--- config.mk ---
export PLATFORM = sky130hd
export DESIGN_NAME = exe_muldiv_unit
export DESIGN_NICKNAME = d
export VERILOG_FILES = /design/src/rtl/exe_muldiv_unit.sv
export SDC_FILE = /design/constraint.sdc
export NUM_CORES = 1
export LEC_CHECK = 0
export ABC_AREA = 1
export CELL_PAD_IN_SITES_DETAIL_PLACEMENT = 1
export CELL_PAD_IN_SITES_GLOBAL_PLACEMENT = 1
export CORE_MARGIN = 1
export CORE_UTILIZATION = 49
export DETAILED_ROUTE_END_ITERATION = 10
export DONT_BUFFER_PORTS = 1
export HOLD_SLACK_MARGIN = 0.03
export PLACE_DENSITY_LB_ADDON = 0.1
export SLEW_MARGIN = 20
export SYNTH_ARGS = -nofsm -noshare
export SYNTH_HDL_FRONTEND = slang
export SYNTH_SLANG_ARGS = --single-unit
--- constraint.sdc ---
create_clock -name clk -period 3.9 [get_ports clk]
set_clock_uncertainty 0.2 [all_clocks]
set_input_delay 0.585 -clock clk [delete_from_list [all_inputs] [get_ports clk]]
set_output_delay 0.585 -clock clk [all_outputs]
set_load 0.02 [all_outputs]
--- src/rtl/exe_muldiv_unit.sv ---
// Iterative multiply/divide unit for the EXE stage.
// Multiply: shift-add on operand magnitudes, MUL_STEP multiplier bits per cycle.
// Divide: restoring division, one quotient bit per cycle.
// Signs are applied in a single FIX cycle. done pulses for one cycle in DONE.
module exe_muldiv_unit #(
    parameter int WIDTH    = 32,
    parameter int MUL_STEP = 1
) (
    input  logic             clk,
    input  logic             resetn,
    input  logic             start,
    input  logic [1:0]       op,
    input  logic [WIDTH-1:0] src1,
    input  logic [WIDTH-1:0] src2,
    input  logic             cancel,
    output logic             busy,
    output logic             done,
    output logic [WIDTH-1:0] hi,
    output logic [WIDTH-1:0] lo,
    output logic             div_by_zero
);

    localparam int K  = WIDTH / MUL_STEP;
    localparam int CW = $clog2(WIDTH) + 1;
    localparam int W2 = 2 * WIDTH;

    typedef enum logic [2:0] {
        ST_IDLE = 3'd0,
        ST_MUL  = 3'd1,
        ST_DIV  = 3'd2,
        ST_FIX  = 3'd3,
        ST_DONE = 3'd4
    } state_t;

    // Conditional two's-complement negation, operand width.
    function automatic logic [WIDTH-1:0] neg_w(input logic [WIDTH-1:0] v, input logic en);
        logic [WIDTH-1:0] r;
        if (en) r = ~v + WIDTH'(1);
        else    r = v;
        return r;
    endfunction

    // Conditional two's-complement negation, double width.
    function automatic logic [W2-1:0] neg_d(input logic [W2-1:0] v, input logic en);
        logic [W2-1:0] r;
        if (en) r = ~v + W2'(1);
        else    r = v;
        return r;
    endfunction

    state_t                   state_r, state_n_s;
    logic                     accept_s;
    logic                     is_div_r, sign1_r, sign2_r, dbz_r;
    logic [WIDTH-1:0]         opnd_r;      // multiplicand or divisor magnitude
    logic [W2-1:0]            acc_r;       // {product hi, multiplier/product lo} or {remainder, quotient}
    logic [CW-1:0]            cnt_r;
    logic                     busy_r, done_r, dbz_out_r;
    logic [WIDTH-1:0]         hi_r, lo_r;

    logic                     op_signed_s, s1_s, s2_s, src2_zero_s;
    logic [WIDTH-1:0]         mag1_s, mag2_s;
    logic [WIDTH+MUL_STEP-1:0] partial_s, upper_sum_s;
    logic [W2-1:0]            mul_next_s, div_next_s, prod_s;
    logic [WIDTH:0]           trial_s, diff_s;
    logic [WIDTH-1:0]         fix_hi_s, fix_lo_s;

    // Operand decode: signs only matter for the signed ops.
    always_comb begin
        op_signed_s = ~op[0];
        s1_s        = op_signed_s & src1[WIDTH-1];
        s2_s        = op_signed_s & src2[WIDTH-1];
        mag1_s      = neg_w(src1, s1_s);
        mag2_s      = neg_w(src2, s2_s);
        src2_zero_s = (src2 == {WIDTH{1'b0}});
    end

    // One multiply step: add opnd * (low MUL_STEP multiplier bits) into the upper half, then shift right.
    always_comb begin
        partial_s   = {{MUL_STEP{1'b0}}, opnd_r} * {{WIDTH{1'b0}}, acc_r[MUL_STEP-1:0]};
        upper_sum_s = {{MUL_STEP{1'b0}}, acc_r[W2-1:WIDTH]} + partial_s;
        mul_next_s  = {upper_sum_s, acc_r[WIDTH-1:MUL_STEP]};
    end

    // One restoring-divide step; the remainder stays below the divisor, so bit WIDTH of diff is the borrow.
    always_comb begin
        trial_s = acc_r[W2-1:WIDTH-1];
        diff_s  = trial_s - {1'b0, opnd_r};
        if (!diff_s[WIDTH]) begin
            div_next_s = {diff_s[WIDTH-1:0], acc_r[WIDTH-2:0], 1'b1};
        end else begin
            div_next_s = {trial_s[WIDTH-1:0], acc_r[WIDTH-2:0], 1'b0};
        end
    end

    // Sign fix-up of the magnitude result; divide-by-zero rebuilds the raw dividend.
    always_comb begin
        prod_s = neg_d(acc_r, sign1_r ^ sign2_r);
        if (dbz_r) begin
            fix_hi_s = neg_w(acc_r[WIDTH-1:0], sign1_r);
            fix_lo_s = {WIDTH{1'b1}};
        end else if (is_div_r) begin
            fix_hi_s = neg_w(acc_r[W2-1:WIDTH], sign1_r);
            fix_lo_s = neg_w(acc_r[WIDTH-1:0], sign1_r ^ sign2_r);
        end else begin
            fix_hi_s = prod_s[W2-1:WIDTH];
            fix_lo_s = prod_s[WIDTH-1:0];
        end
    end

    // Next-state logic; cancel beats start in IDLE and aborts MUL/DIV/FIX.
    always_comb begin
        state_n_s = state_r;
        accept_s  = 1'b0;
        case (state_r)
            ST_IDLE: begin
                if (start && !cancel) begin
                    accept_s = 1'b1;
                    if (!op[1])          state_n_s = ST_MUL;
                    else if (src2_zero_s) state_n_s = ST_FIX;
                    else                 state_n_s = ST_DIV;
                end else begin
                    state_n_s = ST_IDLE;
                end
            end
            ST_MUL, ST_DIV: begin
                if (cancel)                      state_n_s = ST_IDLE;
                else if (cnt_r == {CW{1'b0}})    state_n_s = ST_FIX;
                else                             state_n_s = state_r;
            end
            ST_FIX: begin
                if (cancel) state_n_s = ST_IDLE;
                else        state_n_s = ST_DONE;
            end
            ST_DONE: state_n_s = ST_IDLE;
            default: state_n_s = ST_IDLE;
        endcase
    end

    // State register.
    always_ff @(posedge clk or negedge resetn) begin
        if (!resetn) state_r <= ST_IDLE;
        else         state_r <= state_n_s;
    end

    // Operand latch on accept and iteration of the shared accumulator.
    always_ff @(posedge clk or negedge resetn) begin
        if (!resetn) begin
            is_div_r <= 1'b0;
            sign1_r  <= 1'b0;
            sign2_r  <= 1'b0;
            dbz_r    <= 1'b0;
            opnd_r   <= {WIDTH{1'b0}};
            acc_r    <= {W2{1'b0}};
            cnt_r    <= {CW{1'b0}};
        end else if (accept_s) begin
            is_div_r <= op[1];
            sign1_r  <= s1_s;
            sign2_r  <= s2_s;
            dbz_r    <= op[1] & src2_zero_s;
            if (op[1]) begin
                opnd_r <= mag2_s;
                acc_r  <= {{WIDTH{1'b0}}, mag1_s};
                cnt_r  <= CW'(WIDTH - 1);
            end else begin
                opnd_r <= mag1_s;
                acc_r  <= {{WIDTH{1'b0}}, mag2_s};
                cnt_r  <= CW'(K - 1);
            end
        end else if (state_r == ST_MUL) begin
            acc_r <= mul_next_s;
            cnt_r <= cnt_r - CW'(1);
        end else if (state_r == ST_DIV) begin
            acc_r <= div_next_s;
            cnt_r <= cnt_r - CW'(1);
        end else begin
            acc_r <= acc_r;
        end
    end

    // Registered handshake outputs and result write at the FIX edge.
    always_ff @(posedge clk or negedge resetn) begin
        if (!resetn) begin
            busy_r    <= 1'b0;
            done_r    <= 1'b0;
            dbz_out_r <= 1'b0;
            hi_r      <= {WIDTH{1'b0}};
            lo_r      <= {WIDTH{1'b0}};
        end else begin
            busy_r    <= (state_n_s == ST_MUL) || (state_n_s == ST_DIV) || (state_n_s == ST_FIX);
            done_r    <= (state_n_s == ST_DONE);
            dbz_out_r <= (state_n_s == ST_DONE) && dbz_r;
            if ((state_r == ST_FIX) && !cancel) begin
                hi_r <= fix_hi_s;
                lo_r <= fix_lo_s;
            end else begin
                hi_r <= hi_r;
                lo_r <= lo_r;
            end
        end
    end

    assign busy        = busy_r;
    assign done        = done_r;
    assign div_by_zero = dbz_out_r;
    assign hi          = hi_r;
    assign lo          = lo_r;

endmodule

Word-level counts from Yosys, hierarchy flattened --
Index checks and enable logic that the tools add are counted.
Word-level totals: logic and storage cells 78, ROM bits 0, flip-flop bits (word level) 176, bits of input ports 70, memories 0, RAM bits 0, bits in latches 0
Cells by class: order comparisons 0, equality and inequality tests 7, multipliers 1, bitwise logic cells 10, divide/modulo/power cells 0, mux-type cells 28, $add $sub $neg 8, reductions and logical operators 11, shift-type cells 0
Operators by type and width (number):
- 2-to-1 mux 32 bit | 11
- 2-to-1 mux 64 bit | 5
- adder 32 x 1 -> 32 bit, second input constant | 4
- inverter 32 bit | 4
- adder 64 x 1 -> 64 bit, second input constant | 1
- inverter 64 bit | 1
- adder 32 x 33 -> 33 bit | 1
- multiplier 32 x 1 -> 33 bit | 1
- subtractor 33 x 32 -> 33 bit | 1
- logical NOT 32 bit | 1
- 2-to-1 mux 6 bit | 3
- == test 3 x 2 -> 1 bit, second input constant | 4
- 2-to-1 mux 3 bit | 4
- one-hot mux 3 bit (3 select lines) | 1
- == test 3 x 1 -> 1 bit, second input constant | 2
- logical NOT 6 bit | 1
- subtractor 6 x 1 -> 6 bit, second input constant | 1
- AND 1 bit | 3
- == test 3 bit, second input constant | 1
- logical AND 1 bit | 3
- logical NOT 3 bit | 1
- 2-to-1 mux 1 bit | 3
- nonzero test 3 bit | 1
- logical OR 1 bit | 2
- 5 further kinds | 5

Logic depth before layout (Yosys ltp) --
word-level depth 8, gate-level depth with buffers 20, depth with buffers taken out 19

Worst setup path after synthesis --
No wires, ideal clock.
path kind register -> register, from register acc_r[31], to register acc_r[39], path slack 1.294 ns, data arrival time 2.279 ns, required time 3.573 ns, stages on the path, launching flop included 20, setup time 0.127 ns, cell sequence dfrtp_1 > inv_1 > ha_1 > fa_1 > inv_1 > nand2_1 > nand2_1 > nand3_1 > nand2_2 > nand2_1 > nand2_2 > nand2_1 > nand2_1 > nand2_2 > nand2_2 > buf_6 > buf_6 > nand3_1 > nand3_1 > o21ai_1
On the way: word-level cells in the longest chain between the ends 5
RTL lines:
- start: declaration | line 55 | logic [W2-1:0] acc_r;
- start signal: assignment | line 153 | acc_r <= {W2{1'b0}};
- start signal: assignment | line 162 | acc_r <= {{WIDTH{1'b0}}, mag1_s};
- start signal: assignment | line 166 | acc_r <= {{WIDTH{1'b0}}, mag2_s};
- subtractor 33 x 32 -> 33 bit | line 87 | diff_s = trial_s - {1'b0, opnd_r};
- 2-to-1 mux 64 bit | line 88 | if (!diff_s[WIDTH]) begin
- 2-to-1 mux 64 bit | line 172 | end else if (state_r == ST_DIV) begin
- 2-to-1 mux 64 bit | line 169 | end else if (state_r == ST_MUL) begin
- 2-to-1 mux 64 bit | line 155 | end else if (accept_s) begin
No other way between the ends. The select of a mux whose other input is x is not followed. A chain may end at the register's enable or synchronous reset.

Final worst setup path --
from register acc_r[31], to register acc_r[35]
Same word-level chain as after synthesis.

==> summary.log <==
[setup_path] logic depth of the worst setup path including buffers 19
[power_and_ir_drop] PwrDens 746 nW/um2
[synth] cells after synthesis 3180
[timing] setup repair after global routing missed its margin no
[setup_path] biggest cell delay along the critical path 0.44 ns
[timing] final critical delay including setup and external delays 3.58 ns
[floorplan] effective utilization at floorplan 0.500
[cells_and_area] area grow syn2layout 5.86%
[floorplan] top-level port count 137
[setup_path] worst reg2reg setup slack 0.32 ns
[floorplan] core area 36800 um2
[timing] hold violation count in the final report 176
[global_routing] wire length of the first global-routing pass 135000 um
[power_and_ir_drop] leakage power of the design 10.3 nW
[synth] Avg Cell Area, Syn 5.79 um2
[setup_path] endpoint type of the worst setup path flip-flop
[synth] Post-Syn Nets 3321
[setup_path] cell with the largest stage delay on the worst path sky130_fd_sc_hd__dfrtp_1
[synth] number of synthesized flops with an enable pin 0
[setup_path] critical path peak fanout 21
[cts] Num CTS Buffers 17
[synth] ranking of synthesized cells by area sky130_fd_sc_hd__dfrtp_1, sky130_fd_sc_hd__nand2_1, sky130_fd_sc_hd__inv_1, sky130_fd_sc_hd__nand3_1, sky130_fd_sc_hd__nor2_1
[setup_path] buffers plus inverters on the worst setup path 3
[routing] number of nets still failing antenna checks after routing 0
[cts] clock-pin slew of the registers on the worst-case setup and hold paths 0.08 ns
[synth] Unique masters post-synth 44
[cts] clock insertion delay at the later pin of the skew report 0.47 ns
[placed_design] post-DP HPWL 71500 um
[cts] CTS tree built
[global_routing] GRT overflow 0
[cts] post_cts resized 0
[timing] Final Max Slew Viols 0
[cts] clk buf depth 2
[min_path] worst hold path class primary input to asynchronous set/reset pin
[timing] hold_ws -0.378 ns
[cells_and_area] final design area excluding fillers 19500 um2
[run_status] outcome complete, but fails checks
[timing] crit share post-route 0.917
[timing] relative slew slack 0.267
[setup_path] critical path start-end classification flip-flop to flip-flop
[global_routing] number of global-route vias before repair 22500
[placed_design] Placement Cell Area 18900 um2
[routing] 1st-iter DRT viols 2707
[routing] final routed wire length divided by cell count 24.8 um
[flow_run] number of maximum-capacitance violations 0
[setup_path] required time of the critical path 4.05 ns
[routing] DRC viols 0
[setup_path] arrival time of the worst setup path 3.73 ns
[routing] drt total wl 89500 um
[timing] slew of the pin with the lowest slew margin 1.10 ns
[setup_path] cell type group with the largest total delay on the critical path simple AND/OR/NAND/NOR gates
[cts] clock root buffer sky130_fd_sc_hd__clkbuf_16
[timing] setup total negative slack 0 ns
[power_and_ir_drop] maximum VDD drop 384 uV
[cts] CTS Sinks 176
[synth] Synth Register Bits 176
[synth] fraction of registers with async set/reset 1.00
[setup_path] cell count of the worst reg-to-reg path 19
[cts] buffer count from post-CTS setup fixing 0
[synth] sequential cell area fraction in the yosys report 0.239
[routing] detailed-route via count 22600
[synth] cell type with the highest aggregate area in the netlist sky130_fd_sc_hd__dfrtp_1
[setup_path] CP dominant cell by count sky130_fd_sc_hd__nand2_1
[cells_and_area] net total in the final layout 3273
[global_routing] pin count of the biggest net entering global routing 177
[global_routing] initial antenna violation count 1
[setup_path] Critical Path Source Type flip-flop
[floorplan] area enclosed by the die boundary 38300 um2
[floorplan] number of rows in the core area 70
[routing] per-cell via count in the routed design 6.27
[cells_and_area] number of diodes added for antenna fixing 0
[floorplan] vertical die dimension 196 um
[global_routing] GR Util All Layers 0.465
[placed_design] total of buffers placed on input and output ports 0
[cells_and_area] share of final-layout standard cells stronger than drive strength 1 0.0410
[synth] most used flip-flop cell after synthesis sky130_fd_sc_hd__dfrtp_1
[cts] H-Tree Depth 4
[synth] most used standard cell by instance count after synthesis sky130_fd_sc_hd__nand2_1
[synth] Ys Warns 0
[routing] First-pass DRT Iterations 8
[placed_design] Final Wtd Congestion 1.07
[synth] post-synthesis instance area 18400 um2
[floorplan] Die X 196 um
[run_status] violated checks negative hold slack
[timing] setup violation total in the final timing report 0
[setup_path] crit-path cells inv_1, ha_1, fa_1, inv_1, nand2_1, nand2_1, nand3_1, nand2_2, nand2_1, nand2_2, nand2_1, nand2_1, nand2_2, nand2_2, inv_2, nand2_1, nand3_1, nand2_1, nand2_1
[synth] top-area cell type share of the netlist area 0.239
[synth] most instantiated cells after synthesis sky130_fd_sc_hd__nand2_1, sky130_fd_sc_hd__inv_1, sky130_fd_sc_hd__nor2_1, sky130_fd_sc_hd__nand3_1, sky130_fd_sc_hd__a21oi_1
[timing] highest attainable clock frequency 279 MHz
==> per-layer routing <==
metal  wire (um)  track usage  up-vias
met5           0            0        -
met4        5350        0.255        0
met3       11300        0.131      287
met2       36600        0.671     1441
met1       36300        0.625    10900
li1            -            -    10100
==> cell families after synthesis <==
group / synth area share
compound gates: 0.148
xor+xnor: 0.0433
buf+inv: 0.117
flops: 0.239
fa+ha+maj: 0.0491
simple gates: 0.403
==> cell type report <==
class,count,area [um2]
repair buffers,49,380
clock inverters,14,140
well taps,468,586
multi-input cells,2441,11900
clock buffers,17,425
fillers,5314,17300
flip-flops and latches,176,4410
inverters,447,1680
==> stage by stage <==
| stage | power [mW] | setup WS, ns | instances | utilization | hold slack, ns |
|---|---|---|---|---|---|
| 4_1_cts | 14.1 | 0.433 | 3612 | 0.530 | -0.389 |
| 3_3_place_gp | 11.8 | 0.608 | 3581 | 0.514 | 0.103 |
| 2_1_floorplan | 8.94 | 1.29 | 3180 | - | 0.0894 |
| 5_1_grt | 15.3 | 0.0937 | 3612 | 0.530 | -0.387 |
| 6_report | 14.5 | 0.322 | 3612 | 0.530 | -0.378 |
| 3_5_place_dp | 12.2 | 0.497 | 3581 | 0.514 | 0.105 |
==> power breakdown <==
group,internal (mW),leakage [nW],switching (mW)
Clock,0.847,0.276,0.912
Sequential,2.30,2.21,1.01
Combinational,2.69,7.78,6.77
==> layout by cell type, fill, tap and decap left out, types with 38 or more instances in the layout <==
master,count
sky130_fd_sc_hd__nand2_1,1031
sky130_fd_sc_hd__inv_1,437
sky130_fd_sc_hd__nor2_1,351
sky130_fd_sc_hd__nand3_1,281
sky130_fd_sc_hd__a21oi_1,191
sky130_fd_sc_hd__o21ai_0,183
sky130_fd_sc_hd__dfrtp_1,175
sky130_fd_sc_hd__ha_1,69
sky130_fd_sc_hd__xor2_1,68
sky130_fd_sc_hd__buf_4,48
sky130_fd_sc_hd__nand4_1,38
==> path summary, 6_finish.rpt <==
kind | start | end
worst min-delay path | resetn | acc_r[59]$_DFFE_PN0P_
worst max-delay path | acc_r[31]$_DFFE_PN0P_ | acc_r[35]$_DFFE_PN0P_
min in group clk | src1[31] | opnd_r[31]$_DFFE_PN0P_
max in group asynchronous | resetn | hi[26]$_DFFE_PN0P_
worst max register to register | acc_r[31]$_DFFE_PN0P_ | acc_r[35]$_DFFE_PN0P_
worst min register to register | cnt_r[3]$_DFFE_PN0P_ | cnt_r[3]$_DFFE_PN0P_
==> state kept, by name, summed over array words and instances, names as in the netlist, 3 cells and up <==
register,cells
cnt_r,6
opnd_r,32
state_r,3
acc_r,64
lo,32
hi,32
==> worst reg2reg max path, cell delays in order, from the launching register on <==
cell	delay, ns
sky130_fd_sc_hd__dfrtp_1	0.44
sky130_fd_sc_hd__inv_1	0.16
sky130_fd_sc_hd__ha_1	0.25
sky130_fd_sc_hd__fa_1	0.37
sky130_fd_sc_hd__inv_1	0.11
sky130_fd_sc_hd__nand2_1	0.09
sky130_fd_sc_hd__nand2_1	0.09
sky130_fd_sc_hd__nand3_1	0.09
sky130_fd_sc_hd__nand2_2	0.14
sky130_fd_sc_hd__nand2_1	0.10
sky130_fd_sc_hd__nand2_2	0.09
sky130_fd_sc_hd__nand2_1	0.09
sky130_fd_sc_hd__nand2_1	0.09
sky130_fd_sc_hd__nand2_2	0.17
sky130_fd_sc_hd__nand2_2	0.39
sky130_fd_sc_hd__inv_2	0.24
sky130_fd_sc_hd__nand2_1	0.12
sky130_fd_sc_hd__nand3_1	0.09
sky130_fd_sc_hd__nand2_1	0.10
sky130_fd_sc_hd__nand2_1	0.06
(Power assumes the default switching activity.)
